===== config.mk =====
export PLATFORM = sky130hd
export DESIGN_NAME = ws2812b_rx_decoder
export DESIGN_NICKNAME = d
export VERILOG_FILES = /design/src/rtl/ws2812b_rx_decoder.sv
export SDC_FILE = /design/constraint.sdc
export NUM_CORES = 1
export LEC_CHECK = 0
export CORE_UTILIZATION = 40
export DETAILED_ROUTE_END_ITERATION = 10
export PLACE_DENSITY = 0.66
export SYNTH_ARGS = -nofsm -noshare
export SYNTH_HDL_FRONTEND = slang
export SYNTH_SLANG_ARGS = --single-unit

===== constraint.sdc =====
create_clock -name clk -period 3.7 [get_ports clk]
set_input_delay 0.555 -clock clk [delete_from_list [all_inputs] [get_ports clk]]
set_output_delay 0.555 -clock clk [all_outputs]
set_load 0.03 [all_outputs]

===== src/rtl/ws2812b_rx_decoder.sv =====
`default_nettype none
// ============================================================================
// Module      : ws2812b_rx_decoder
// Description : Decodes a WS2812B single-wire NRZ stream into 24-bit GRB words
// Revision    : 1.0 - initial release
// ============================================================================
module ws2812b_rx_decoder #(
    parameter int BIT_THRESH   = 6,
    parameter int MIN_HIGH     = 2,
    parameter int MAX_HIGH     = 11,
    parameter int RESET_CYCLES = 500
) (
    input  logic        clk,
    input  logic        rst_n,
    input  logic        din,
    output logic [23:0] pixel_data,
    output logic        pixel_valid,
    output logic [7:0]  pixel_index,
    output logic        frame_done,
    output logic        bit_error,
    output logic        busy
);
    localparam int C_HW = $clog2(MAX_HIGH + 2);
    localparam int C_LW = $clog2(RESET_CYCLES + 1);
    localparam logic [C_HW-1:0] C_HIGH_MIN = C_HW'(MIN_HIGH);
    localparam logic [C_HW-1:0] C_HIGH_THR = C_HW'(BIT_THRESH);
    localparam logic [C_HW-1:0] C_HIGH_MAX = C_HW'(MAX_HIGH);
    localparam logic [C_HW-1:0] C_HIGH_SAT = C_HW'(MAX_HIGH + 1);
    localparam logic [C_LW-1:0] C_LOW_LAST = C_LW'(RESET_CYCLES - 1);
    localparam logic [C_LW-1:0] C_LOW_SAT  = C_LW'(RESET_CYCLES);

    typedef enum logic [1:0] {
        ARM  = 2'd0,
        IDLE = 2'd1,
        HIGH = 2'd2,
        LOW  = 2'd3
    } state_t;

    state_t            r_state;
    logic              r_sync1;
    logic              r_sync2;
    logic              r_din_d;
    logic              r_rise;
    logic              r_fall;
    logic [C_HW-1:0]   r_high_cnt;
    logic [C_LW-1:0]   r_low_cnt;
    logic [4:0]        r_bit_cnt;
    logic [22:0]       r_shift;
    logic [7:0]        r_pix_cnt;
    logic              r_wrapped;
    logic [23:0]       r_pixel_data;
    logic              r_pixel_valid;
    logic [7:0]        r_pixel_index;
    logic              r_frame_done;
    logic              r_bit_error;
    logic              r_busy;

    logic              w_bit;
    logic [23:0]       w_shift_next;

    // Only 23 bits are stored: the 24th goes straight into pixel_data.
    assign w_bit        = (r_high_cnt >= C_HIGH_THR);
    assign w_shift_next = {r_shift, w_bit};

    assign pixel_data  = r_pixel_data;
    assign pixel_valid = r_pixel_valid;
    assign pixel_index = r_pixel_index;
    assign frame_done  = r_frame_done;
    assign bit_error   = r_bit_error;
    assign busy        = r_busy;

    always_ff @(posedge clk or negedge rst_n) begin
        if (!rst_n) begin
            r_state       <= ARM;
            r_sync1       <= 1'b0;
            r_sync2       <= 1'b0;
            r_din_d       <= 1'b0;
            r_rise        <= 1'b0;
            r_fall        <= 1'b0;
            r_high_cnt    <= '0;
            r_low_cnt     <= '0;
            r_bit_cnt     <= '0;
            r_shift       <= '0;
            r_pix_cnt     <= '0;
            r_wrapped     <= 1'b0;
            r_pixel_data  <= '0;
            r_pixel_valid <= 1'b0;
            r_pixel_index <= '0;
            r_frame_done  <= 1'b0;
            r_bit_error   <= 1'b0;
            r_busy        <= 1'b0;
        end else begin
            r_sync1       <= din;
            r_sync2       <= r_sync1;
            r_din_d       <= r_sync2;
            r_rise        <= r_sync2 & ~r_din_d;
            r_fall        <= ~r_sync2 & r_din_d;
            r_pixel_valid <= 1'b0;
            r_frame_done  <= 1'b0;
            r_bit_error   <= 1'b0;

            case (r_state)
                ARM: begin
                    // Any high restarts the gap count so we only lock at a frame start.
                    if (r_din_d) begin
                        r_low_cnt <= '0;
                    end else if (r_low_cnt == C_LOW_LAST) begin
                        r_low_cnt <= '0;
                        r_state   <= IDLE;
                    end else begin
                        r_low_cnt <= r_low_cnt + 1'b1;
                    end
                end

                IDLE: begin
                    if (r_rise) begin
                        r_high_cnt <= C_HW'(1);
                        r_busy     <= 1'b1;
                        r_state    <= HIGH;
                    end
                end

                HIGH: begin
                    if (r_fall && (r_high_cnt < C_HIGH_MIN)) begin
                        r_bit_error   <= 1'b1;
                        r_shift       <= '0;
                        r_bit_cnt     <= '0;
                        r_pix_cnt     <= '0;
                        r_wrapped     <= 1'b0;
                        r_pixel_index <= '0;
                        r_busy        <= 1'b0;
                        r_low_cnt     <= '0;
                        r_state       <= ARM;
                    end else if (r_fall) begin
                        r_low_cnt <= C_LW'(1);
                        r_state   <= LOW;
                        if (r_bit_cnt == 5'd23) begin
                            r_pixel_data  <= w_shift_next;
                            r_pixel_valid <= 1'b1;
                            r_pixel_index <= r_pix_cnt;
                            r_pix_cnt     <= r_pix_cnt + 8'd1;
                            if (r_pix_cnt == 8'hFF) begin
                                r_wrapped <= 1'b1;
                            end
                            r_bit_cnt     <= '0;
                            r_shift       <= '0;
                        end else begin
                            r_shift   <= w_shift_next[22:0];
                            r_bit_cnt <= r_bit_cnt + 5'd1;
                        end
                    end else if (r_high_cnt >= C_HIGH_MAX) begin
                        r_high_cnt    <= C_HIGH_SAT;
                        r_bit_error   <= 1'b1;
                        r_shift       <= '0;
                        r_bit_cnt     <= '0;
                        r_pix_cnt     <= '0;
                        r_wrapped     <= 1'b0;
                        r_pixel_index <= '0;
                        r_busy        <= 1'b0;
                        r_low_cnt     <= '0;
                        r_state       <= ARM;
                    end else begin
                        r_high_cnt <= r_high_cnt + 1'b1;
                    end
                end

                LOW: begin
                    if (r_rise) begin
                        r_high_cnt <= C_HW'(1);
                        r_state    <= HIGH;
                    end else if (r_low_cnt == C_LOW_LAST) begin
                        r_low_cnt     <= C_LOW_SAT;
                        r_frame_done  <= (r_bit_cnt == 5'd0) && ((r_pix_cnt != 8'd0) || r_wrapped);
                        r_bit_error   <= (r_bit_cnt != 5'd0);
                        r_shift       <= '0;
                        r_bit_cnt     <= '0;
                        r_pix_cnt     <= '0;
                        r_wrapped     <= 1'b0;
                        r_pixel_index <= '0;
                        r_busy        <= 1'b0;
                        r_state       <= IDLE;
                    end else begin
                        r_low_cnt <= r_low_cnt + 1'b1;
                    end
                end

                default: r_state <= ARM;
            endcase
        end
    end
endmodule
`default_nettype wire


==> results of run 1 <==
[path summary, 6_finish.rpt]
path	startpoint	end	slack [ns]	cells after the start
max	r_state[0]$_DFFE_PN0P_	pixel_index[1]$_DFFE_PN0P_	1.42	5
min	r_sync1$_DFF_PN0_	r_sync2$_DFF_PN0_	0.37	0
max reg2reg	r_state[0]$_DFFE_PN0P_	pixel_index[1]$_DFFE_PN0P_	1.42	5
min reg2reg	r_sync1$_DFF_PN0_	r_sync2$_DFF_PN0_	0.37	0
max in group asynchronous	rst_n	r_state[0]$_DFFE_PN0P_	2.62	1
min in group asynchronous	rst_n	pixel_data[17]$_DFFE_PN0P_	0.38	1
[kinds of logic (layout without fill, tap and decap cells)]
group,Yosys count,count (layout),share of synthesized area [%]
XOR/XNOR,1,1,0.206
AO/OA/AOI/OAI,104,104,19.4
buffers and inverters,29,69,3.79
AND/OR/NAND/NOR,97,97,12.6
multiplexers,27,27,7.29
flip-flops,93,93,54.7
adder cells (fa/ha/maj),7,7,2.06
[through the flow]
step	instances	util [%]	total power (uW)	hold WS [ns]	area [um2]
CTS	534	47.6	1760	0.368	4910
global route	534	47.6	1810	0.387	4910
global placement	518	45.6	1090	0.339	4710
detailed placement	518	45.6	1090	0.347	4710
finish	534	47.6	1740	0.365	4910
floorplan	358	-	1060	0.259	4260
[state kept, by name (all words and copies together) (netlist names), 2 cells and up]
register and count:
r_state 2, r_high_cnt 4, pixel_index 8, r_bit_cnt 5
r_pix_cnt 8, pixel_data 24, r_shift 23, r_low_cnt 9
[critical path, stage by stage, from the launching register on]
cell     delay (ns)
dfrtp_1        0.76
nor2b_1        0.24
and3_1         0.24
buf_4          0.23
nor3_4         0.37
mux2_4         0.34
[layout by cell type (no fill, tap or decap), types with 2 or more instances in the layout]
cell	n
a21boi_0	2
a21o_1	4
a21oi_1	10
a221o_1	3
a22o_1	24
a22oi_1	2
a31oi_1	6
a32o_1	2
a41oi_1	4
and2_1	2
and3_1	3
buf_4	4
clkbuf_8	9
clkdlybuf4s50_1	37
clkinv_4	2
dfrtp_1	93
ha_1	7
inv_1	11
inv_8	3
mux2_2	24
mux2_4	2
nand2_1	28
nand3_1	10
nand4_1	2
nor2_1	21
nor2b_1	4
nor3_1	5
nor4_1	4
nor4b_1	3
o211ai_1	3
o21ai_0	18
o22ai_1	2
o31ai_1	8
o31ai_4	2
[layer usage]
metal  vias to the layer above  GRT usage (%)  share of wire [%]
met3                        23           2.99                3.2
met5                         -              0                  0
li1                       1410              -                  -
met2                        70           25.0                 47
met4                         0           8.45                2.8
met1                      1436           22.0                 47
[synthesized netlist by cell type, drive strengths merged, types with 2 or more instances]
library cell and number:
inv 11, a32o 2, nor2 21, and2 2
o21ai 19, nor4b 3, ha 7, a22o 24
dfrtp 93, and3 3, a22oi 2, a21oi 10
nor2b 4, nand2 29, o22ai 2, a31oi 7
a21boi 2, nor3 6, clkbuf 3, mux2 26
nor4 5, nand4 2, a2111oi 2, nand3 10
a41oi 4, o31ai 10, o211ai 3, a221o 3
nor3b 2, buf 14, a21o 4
[power by group]
group | total (uW) | internal, uW | switching, uW
registers | 1030 | 1020 | 6.74
clock network | 673 | 269 | 404
logic | 37.8 | 10.3 | 27.5
total | 1740 | 1300 | 439
[cell type report]
type | count | area [um2]
Clock inverter | 7 | 76.3
Multi-Input combinational cell | 236 | 1770
Fill cell | 934 | 5410
Inverter | 12 | 45.0
Timing Repair Buffer | 41 | 400
Sequential cell | 93 | 2330
Clock buffer | 9 | 124
Tap cell | 136 | 170
==> reports/results.ini, run 1 <==
[outcome]
outcome = finished, final reports clean

[drt]
num_vias = 2939
finalWirelength_um = 8240
ant_nets = 0
drcViolationCount = 0
drt_iter0_drc = 129
vias_per_cell = 5.50
routedWlPerCell_um = 15.4
dr.pass1.iters = 4

[placed_design]
gp_congestion = 0.880
io_buffers = 38
place_ws_ns = 1.47
dp_hpwl_um = 5430

[timing]
setup_slack_ns = 1.42
tightest_slew_ns = 1.10
tns_ns = 0
slew_headroom_pct = 26.9
min_period_ns = 2.28
final_max_slew_viol_count = 0
grt_setup_unrepaired = no
fin_skew_ns = 0.0130
hold_viol = 0
post-route-period-util_pct = 61.6
fmax_mhz = 438
setup_viol = 0

[yosys]
netlist_instances = 358
yosysTopAreaCellShare_pct = 54.7
syn_area_um2 = 4260
yosys_warnings = 0
yosysSeqAreaShare_pct = 54.7
synth.avg_cell_area_um2 = 11.9
ys_types = 65
synthArstFlopShare_pct = 100
synth_largest_area_cell = dfrtp_1
synthTopCellsByArea = dfrtp_1 (55%), mux2_2 (6.4%), a22o_1 (4.9%), nand2_1 (2.5%), o21ai_0 (2.1%)
synth_flop_cell = dfrtp_1
synth_edf_count = 0
ys_ff_latch = 93
synth_nets = 368

[final_layout]
diodes = 0
area_delta_synth_final_pct = 15.4
nets = 403
drive_gt1_share_pct = 14.6

[worst_hold_path]
hp-class = reg2reg

[critical_path]
crit_type = reg2reg
critPathLaunchType = register
worstSetupEndpointType = register
cp.required_ns = 3.96
worst_ep_arrival_time_ns = 2.54
crit_fanout = 30

[global_route]
grt-ovfl-total = 0
grt_max_degree = 91
grt_pass1_vias = 2902
grtUsageTotal_pct = 16.3
grt_pass1_wl_um = 14300
antenna_found_initial = 0

[cts]
htreeDepth = 3
cts_buffers = 9
cts.sink_count = 93
ctsHoldBuffers = 0
insertion_delay_ns = 0.37
post_cts_buffers = 0
clockRootBuffer = clkbuf_8
cts_tree = built
cts_resized = 0
cts_buffer_depth = 2
path_clk_slew_ns = 0.10

[floorplanning]
die_area_um2 = 11100
core_area_um2 = 10300
rows = 37
die_y_um = 105
initial_core_util_pct = 41.2
die_x_um = 105
io-pin-count = 39

[power_and_ir_drop]
powerDensity_nw_per_um2 = 354
worst_ir_drop_vdd_uv = 160
p_leak_uw = 0.00214

[flow_run]
max_cap_violations = 0

Note: power is estimated with default switching activity, not from simulation.
==> run 2, diff against run 1 <==
--- a/config.mk
+++ b/config.mk
@@ -7,7 +7,7 @@
 export LEC_CHECK = 0
 export CORE_UTILIZATION = 40
 export DETAILED_ROUTE_END_ITERATION = 10
-export PLACE_DENSITY = 0.66
+export PLACE_DENSITY = 0.68
 export SYNTH_ARGS = -nofsm -noshare
 export SYNTH_HDL_FRONTEND = slang
 export SYNTH_SLANG_ARGS = --single-unit
==> constraint.sdc (replaced) <==
create_clock -name clk -period 2.05 [get_ports clk]
set_input_delay 0.3075 -clock clk [delete_from_list [all_inputs] [get_ports clk]]
set_output_delay 0.3075 -clock clk [all_outputs]
set_load 0.03 [all_outputs]
==> run 2 against run 1 <==
  * Register-to-register slack worse by 1.3 ns
  * Largest cell class unchanged
  * Wire length is 1.3% higher
  * Sequential share of layout area is 1.8 points lower
==> reports/results.ini, run 2 (same netlist as run 1, synthesis figures left out) <==
[drt]
num_vias = 3019  ; +2.7%
routedWlPerCell_um = 15.0  ; -2.5%
drt_iter0_drc = 166  ; +29%
finalWirelength_um = 8340  ; +1.3%
ant_nets = 0  ; unchanged
vias_per_cell = 5.44  ; -1.2%
dr.pass1.iters = 4  ; unchanged
drcViolationCount = 0  ; unchanged

[global_route]
grt_pass1_vias = 3038  ; +4.7%
grt_max_degree = 44  ; -52%
grtUsageTotal_pct = 16.6  ; +0.30 points
antenna_found_initial = 0  ; unchanged
grt_pass1_wl_um = 14600  ; +2.1%
grt-ovfl-total = 0  ; unchanged

[final_layout]
nets = 424  ; +5.2%
drive_gt1_share_pct = 18.6  ; +4.0 points
layout_commonest_cell = dfrtp_1
seqCellArea_um2 = 2330  ; unchanged
multi_input_area_um2 = 1770  ; about the same
diodes = 0  ; unchanged
largest_register_ffs = 24  ; unchanged
stdcell_count = 555  ; +3.9%
final_cell_mix = dfrtp_1 (93), clkdlybuf4s50_1 (37), nand2_1 (28)
fillCellCount = 924  ; -1.1%
fin_area_um2 = 5100  ; +3.8%
area_delta_synth_final_pct = 19.8

[cts]
path_clk_slew_ns = 0.10  ; about the same
cts_buffer_depth = 2  ; unchanged
clockRootBuffer = clkbuf_8
htreeDepth = 3  ; unchanged
insertion_delay_ns = 0.38  ; about the same
cts.sink_count = 93  ; unchanged
cts_buffers = 9  ; unchanged
cts_tree = built

[critical_path]
critPathLaunchType = register
crit_chain = ha_1 > and4bb_4 > a2111oi_4 > o21ai_0 > a22oi_1
cp.required_ns = 2.34  ; -1.62 ns
worstSetupEndpointType = register
crit_type = reg2reg
critPathMaxStageDelay_ns = 0.58  ; -0.18 ns
crit_fanout = 8  ; -73%
crit_slowest_cell = a2111oi_4
worst_ep_arrival_time_ns = 2.26  ; -0.28 ns

[timing]
whs_ns = 0.360  ; -0.00489 ns
tightest_slew_ns = 0.738  ; -0.359 ns
setup_slack_ns = 0.0769  ; -1.34 ns
hold_viol = 0  ; unchanged
fmax_mhz = 507  ; +16%
final_max_slew_viol_count = 0  ; unchanged
grt_setup_unrepaired = no
tns_ns = 0  ; unchanged
post-route-period-util_pct = 96.3  ; +35 points
setup_viol = 0  ; unchanged
fin_skew_ns = 0.0126  ; -0.000471 ns
slew_headroom_pct = 50.6  ; +24 points
min_period_ns = 1.97  ; -0.308 ns

[power_and_ir_drop]
worst_ir_drop_vdd_uv = 381  ; +140%
powerDensity_nw_per_um2 = 615  ; +74%
p_leak_uw = 0.00225  ; +5.1%

[floorplanning]
core_area_um2 = 10300  ; unchanged
die_y_um = 105  ; unchanged
die_x_um = 105  ; unchanged
initial_core_util_pct = 41.2  ; unchanged
io-pin-count = 39  ; unchanged
rows = 37  ; unchanged
die_area_um2 = 11100  ; unchanged

[placed_design]
dp_hpwl_um = 5960  ; +9.8%
io_buffers = 38  ; unchanged
gp_congestion = 0.823  ; -6.4%
place_ws_ns = 0.0413  ; -1.42 ns
place_area_um2 = 4880  ; +3.6%
dp.cells = 537  ; +3.7%

[flow_run]
max_cap_violations = 0  ; unchanged

[worst_hold_path]
hp-class = reg2reg

[outcome]
outcome = finished, final reports clean

run 2: path summary, 6_finish.rpt:
| check | start | endpoint | slack [ns] | cells after the start |
|---|---|---|---|---|
| setup / recovery | r_low_cnt[0]$_DFFE_PN0P_ | r_low_cnt[4]$_DFFE_PN0P_ | 0.08 | 5 |
| min in group asynchronous | rst_n | pixel_data[18]$_DFFE_PN0P_ | 0.46 | 2 |
| max in group asynchronous | rst_n | pixel_data[8]$_DFFE_PN0P_ | 0.97 | 3 |
| hold reg to reg | r_sync1$_DFF_PN0_ | r_sync2$_DFF_PN0_ | 0.36 | 0 |
| hold / removal | r_sync1$_DFF_PN0_ | r_sync2$_DFF_PN0_ | 0.36 | 0 |
| setup reg to reg | r_low_cnt[0]$_DFFE_PN0P_ | r_low_cnt[4]$_DFFE_PN0P_ | 0.08 | 5 |
run 2: where the power goes:
group          internal, uW  switching (uW)
combinational          25.2            51.5
clock                   482             726
sequential             1840            10.6
total                  2350             788
run 2: through the flow:
stage / power (uW) / util [%]
after global routing: 3270 / 49.4
after detailed placement: 1970 / 47.2
final: 3140 / 49.4
after global placement: 1970 / 47.2
after CTS: 3190 / 49.3
after floorplan: 1910 / -
run 2: layer usage:
metal / GRT usage, % / routed length [um] / vias to the layer above
li1: - / - / 1448
met1: 22.6 / 3940 / 1513
met2: 25.8 / 4020 / 46
met3: 3.81 / 235 / 12
met4: 6.24 / 142 / 0
met5: 0 / 0 / -
run 2: worst max-delay path: cells and delay by family (launching register included):
kind                       cells  cell delay [ns]
AOI/OAI and AO/OA              3             0.94
DFF                            1             0.42
and+or+nand+nor                1             0.26
adders and majority gates      1             0.27
run 2: layout make-up:
type	instances	area share [%]
Tap cell	136	3.34
Multi-Input combinational cell	236	34.7
Clock inverter	7	1.55
Clock buffer	9	2.43
Timing Repair Buffer	62	11.5
Sequential cell	93	45.6
Inverter	12	0.883
run 2: repair_timing:
item | in CTS | in global routing
endpoints found under the setup margin | 0 | 26
hold buffers | 1 | 0
buffers inserted | 0 | 1
hold endpoints to repair | 41 | 0
gates resized for setup | 0 | 1
==> run 3, diff against run 2 <==
--- a/config.mk
+++ b/config.mk
@@ -8,6 +8,7 @@
 export CORE_UTILIZATION = 40
 export DETAILED_ROUTE_END_ITERATION = 10
 export PLACE_DENSITY = 0.68
+export SETUP_SLACK_MARGIN = 0.15
 export SYNTH_ARGS = -nofsm -noshare
 export SYNTH_HDL_FRONTEND = slang
 export SYNTH_SLANG_ARGS = --single-unit
==> run 3 against run 2 <==
  * Sequential power about the same
  * Wire length up 6.2%
  * Total power up 0.45%
  * Core utilization up 2.0 points
  * Sequential share of layout area down 1.7 points
  * Design area up 4.0%
  * Critical path depth up 2
  * First-iteration DRC count down 4.8%
  * Cell count up 2.7%
==> reports/results.ini, run 3 (same netlist as run 1, synthesis figures left out) <==
[outcome]
outcome = finished, final reports clean

[drt]
drcViolationCount = 0  ; unchanged
finalWirelength_um = 8860  ; +6.2%
num_vias = 3104  ; +2.8%
ant_nets = 0  ; unchanged
vias_per_cell = 5.45  ; +0.11%
drt_iter0_drc = 158  ; -4.8%
routedWlPerCell_um = 15.6  ; +3.4%
dr.pass1.iters = 4  ; unchanged

[critical_path]
crit_fanout = 6  ; -2
crit_type = reg2reg
crit_slowest_cell = dfrtp_1
critPathMaxStageDelay_ns = 0.41  ; -0.17 ns
critPathLaunchType = register
cp.required_ns = 2.31  ; -0.03 ns
worstSetupEndpointType = register
worst_ep_arrival_time_ns = 2.16  ; -0.10 ns
rr_worst_depth = 7  ; +2
crit_chain = ha_2 > nand4b_1 > buf_4 > nor4_4 > buf_6 > clkbuf_16 > mux2_2

[power_and_ir_drop]
p_comb_share_pct = 2.7  ; +0.3 points
power.net_switching_uw = 797  ; +1.1%
netSwitchingFraction_pct = 25.3  ; +0.17 points
p_leak_uw = 0.00233  ; +3.6%
power_frac_seq_pct = 58.9  ; -0.2 points
finalPower_uw = 3150  ; +0.45%
worst_ir_drop_vdd_uv = 383  ; +0.43%
intPower_uw = 2360  ; +0.23%
clkPwrFrac_pct = 38.5  ; about the same
powerDensity_nw_per_um2 = 595  ; -3.4%

[cts]
cts_buffer_depth = 2  ; unchanged
cts.sink_count = 93  ; unchanged
path_clk_slew_ns = 0.10  ; about the same
insertion_delay_ns = 0.38  ; about the same
clockRootBuffer = clkbuf_8
cts_buffers = 9  ; unchanged
cts_tree = built
htreeDepth = 3  ; unchanged

[timing]
setup_viol = 0  ; unchanged
grt_setup_unrepaired = yes
post-route-period-util_pct = 92.7  ; -3.5 points
final_max_slew_viol_count = 0  ; unchanged
hold_viol = 0  ; unchanged
tightest_slew_ns = 0.546  ; -0.192 ns
slew_headroom_pct = 63.6  ; +13 points
setup_slack_ns = 0.149  ; +0.0718 ns
tns_ns = 0  ; unchanged
fmax_mhz = 526  ; +3.8%
min_period_ns = 1.90  ; -0.0718 ns
fin_skew_ns = 0.0138  ; +0.00121 ns

[global_route]
grt_pass1_wl_um = 14800  ; +1.7%
grt-ovfl-total = 0  ; unchanged
grt_max_degree = 44  ; unchanged
grtUsageTotal_pct = 16.8  ; +0.24 points
antenna_found_initial = 0  ; unchanged
grt_pass1_vias = 3079  ; +1.3%

[final_layout]
fillCellCount = 896  ; -3.0%
layout_commonest_cell = dfrtp_1
nets = 439  ; +3.5%
multi_input_area_um2 = 1810  ; +2.5%
largest_register_ffs = 24  ; unchanged
seqCellArea_um2 = 2330  ; about the same
drive_gt1_share_pct = 23.3  ; +4.7 points
utilization_pct = 51.3  ; +2.0 points
area_delta_synth_final_pct = 24.6
diodes = 0  ; unchanged
final_cell_mix = dfrtp_1 (92), clkdlybuf4s50_1 (37), buf_4 (33)

[floorplanning]
core_area_um2 = 10300  ; unchanged
die_area_um2 = 11100  ; unchanged
initial_core_util_pct = 41.2  ; unchanged
die_y_um = 105  ; unchanged
rows = 37  ; unchanged
die_x_um = 105  ; unchanged
io-pin-count = 39  ; unchanged

[placed_design]
dp_hpwl_um = 5960  ; unchanged
io_buffers = 38  ; unchanged
gp_congestion = 0.823  ; unchanged
place_ws_ns = 0.0413  ; unchanged

[flow_run]
max_cap_violations = 0  ; unchanged

[worst_hold_path]
hp-class = reg2reg
min_delay_path_depth = 0  ; unchanged

-- run 3: changes by cell type in the layout (fill, tap and decap cells not counted), moves of 2 or more --
cell       before  now
buf_4          22   33
buf_6           0    2
clkbuf_16       0    2
ha_1            7    5
-- run 3: final cells by class --
type | instances | share of cell area (%)
Clock buffer | 9 | 2.34
Clock inverter | 7 | 1.49
Inverter | 12 | 0.850
Multi-Input combinational cell | 236 | 34.2
Sequential cell | 93 | 43.9
Tap cell | 136 | 3.21
Timing Repair Buffer | 77 | 14.0
-- run 3: routing by layer --
layer  track usage [%]  wire length (um)  vias up
li1                  -                 -     1479
met1              22.7              4070     1559
met2              26.8              4420       56
met3              3.68               267       10
met4              5.73               109        0
met5                 0                 0        -
-- run 3: path summary, 6_finish.rpt --
| path | start | endpoint | slack [ns] |
|---|---|---|---|
| max in group asynchronous | rst_n | pixel_data[4]$_DFFE_PN0P_ | 0.97 |
| max reg2reg | r_bit_cnt[0]$_DFFE_PN0P_ | pixel_data[12]$_DFFE_PN0P_ | 0.15 |
| max | r_bit_cnt[0]$_DFFE_PN0P_ | pixel_data[12]$_DFFE_PN0P_ | 0.15 |
| min in group asynchronous | rst_n | pixel_data[18]$_DFFE_PN0P_ | 0.45 |
| min | r_sync1$_DFF_PN0_ | r_sync2$_DFF_PN0_ | 0.36 |
| min reg2reg | r_sync1$_DFF_PN0_ | r_sync2$_DFF_PN0_ | 0.36 |
-- run 3: critical path: cells and delay by family, from the launching register on --
kind | cells | cell delay, ns
AND/OR/NAND/NOR | 2 | 0.30
buffers and inverters | 3 | 0.51
flip-flops | 1 | 0.41
adder cells (fa/ha/maj) | 1 | 0.22
multiplexers | 1 | 0.34
-- run 3: through the flow --
step	hold WS [ns]	instances	cell area, um2
after global placement	0.337	537	4880
final	0.361	570	5300
after floorplan	0.0119	358	4260
after global routing	0.361	570	5300
after CTS	0.365	557	5120
after detailed placement	0.337	537	4880
-- run 3: power by group through the flow --
stage	Clock (uW)	Sequential, uW	Combinational (uW)
2_1_floorplan	0	1890	24.9
3_3_place_gp	0	1890	76.6
3_5_place_dp	0	1890	78.6
4_1_cts	1250	1850	83.7
5_1_grt	1330	1860	97.2
6_report	1210	1850	83.5
-- run 3: timing repair --
action,CTS,global route
gates resized for setup,3,9
pin swaps,2,6
gates cloned,0,3
hold buffers,1,0
setup endpoints to repair,50,62
setup buffers,3,10
endpoints found under the hold margin,41,0
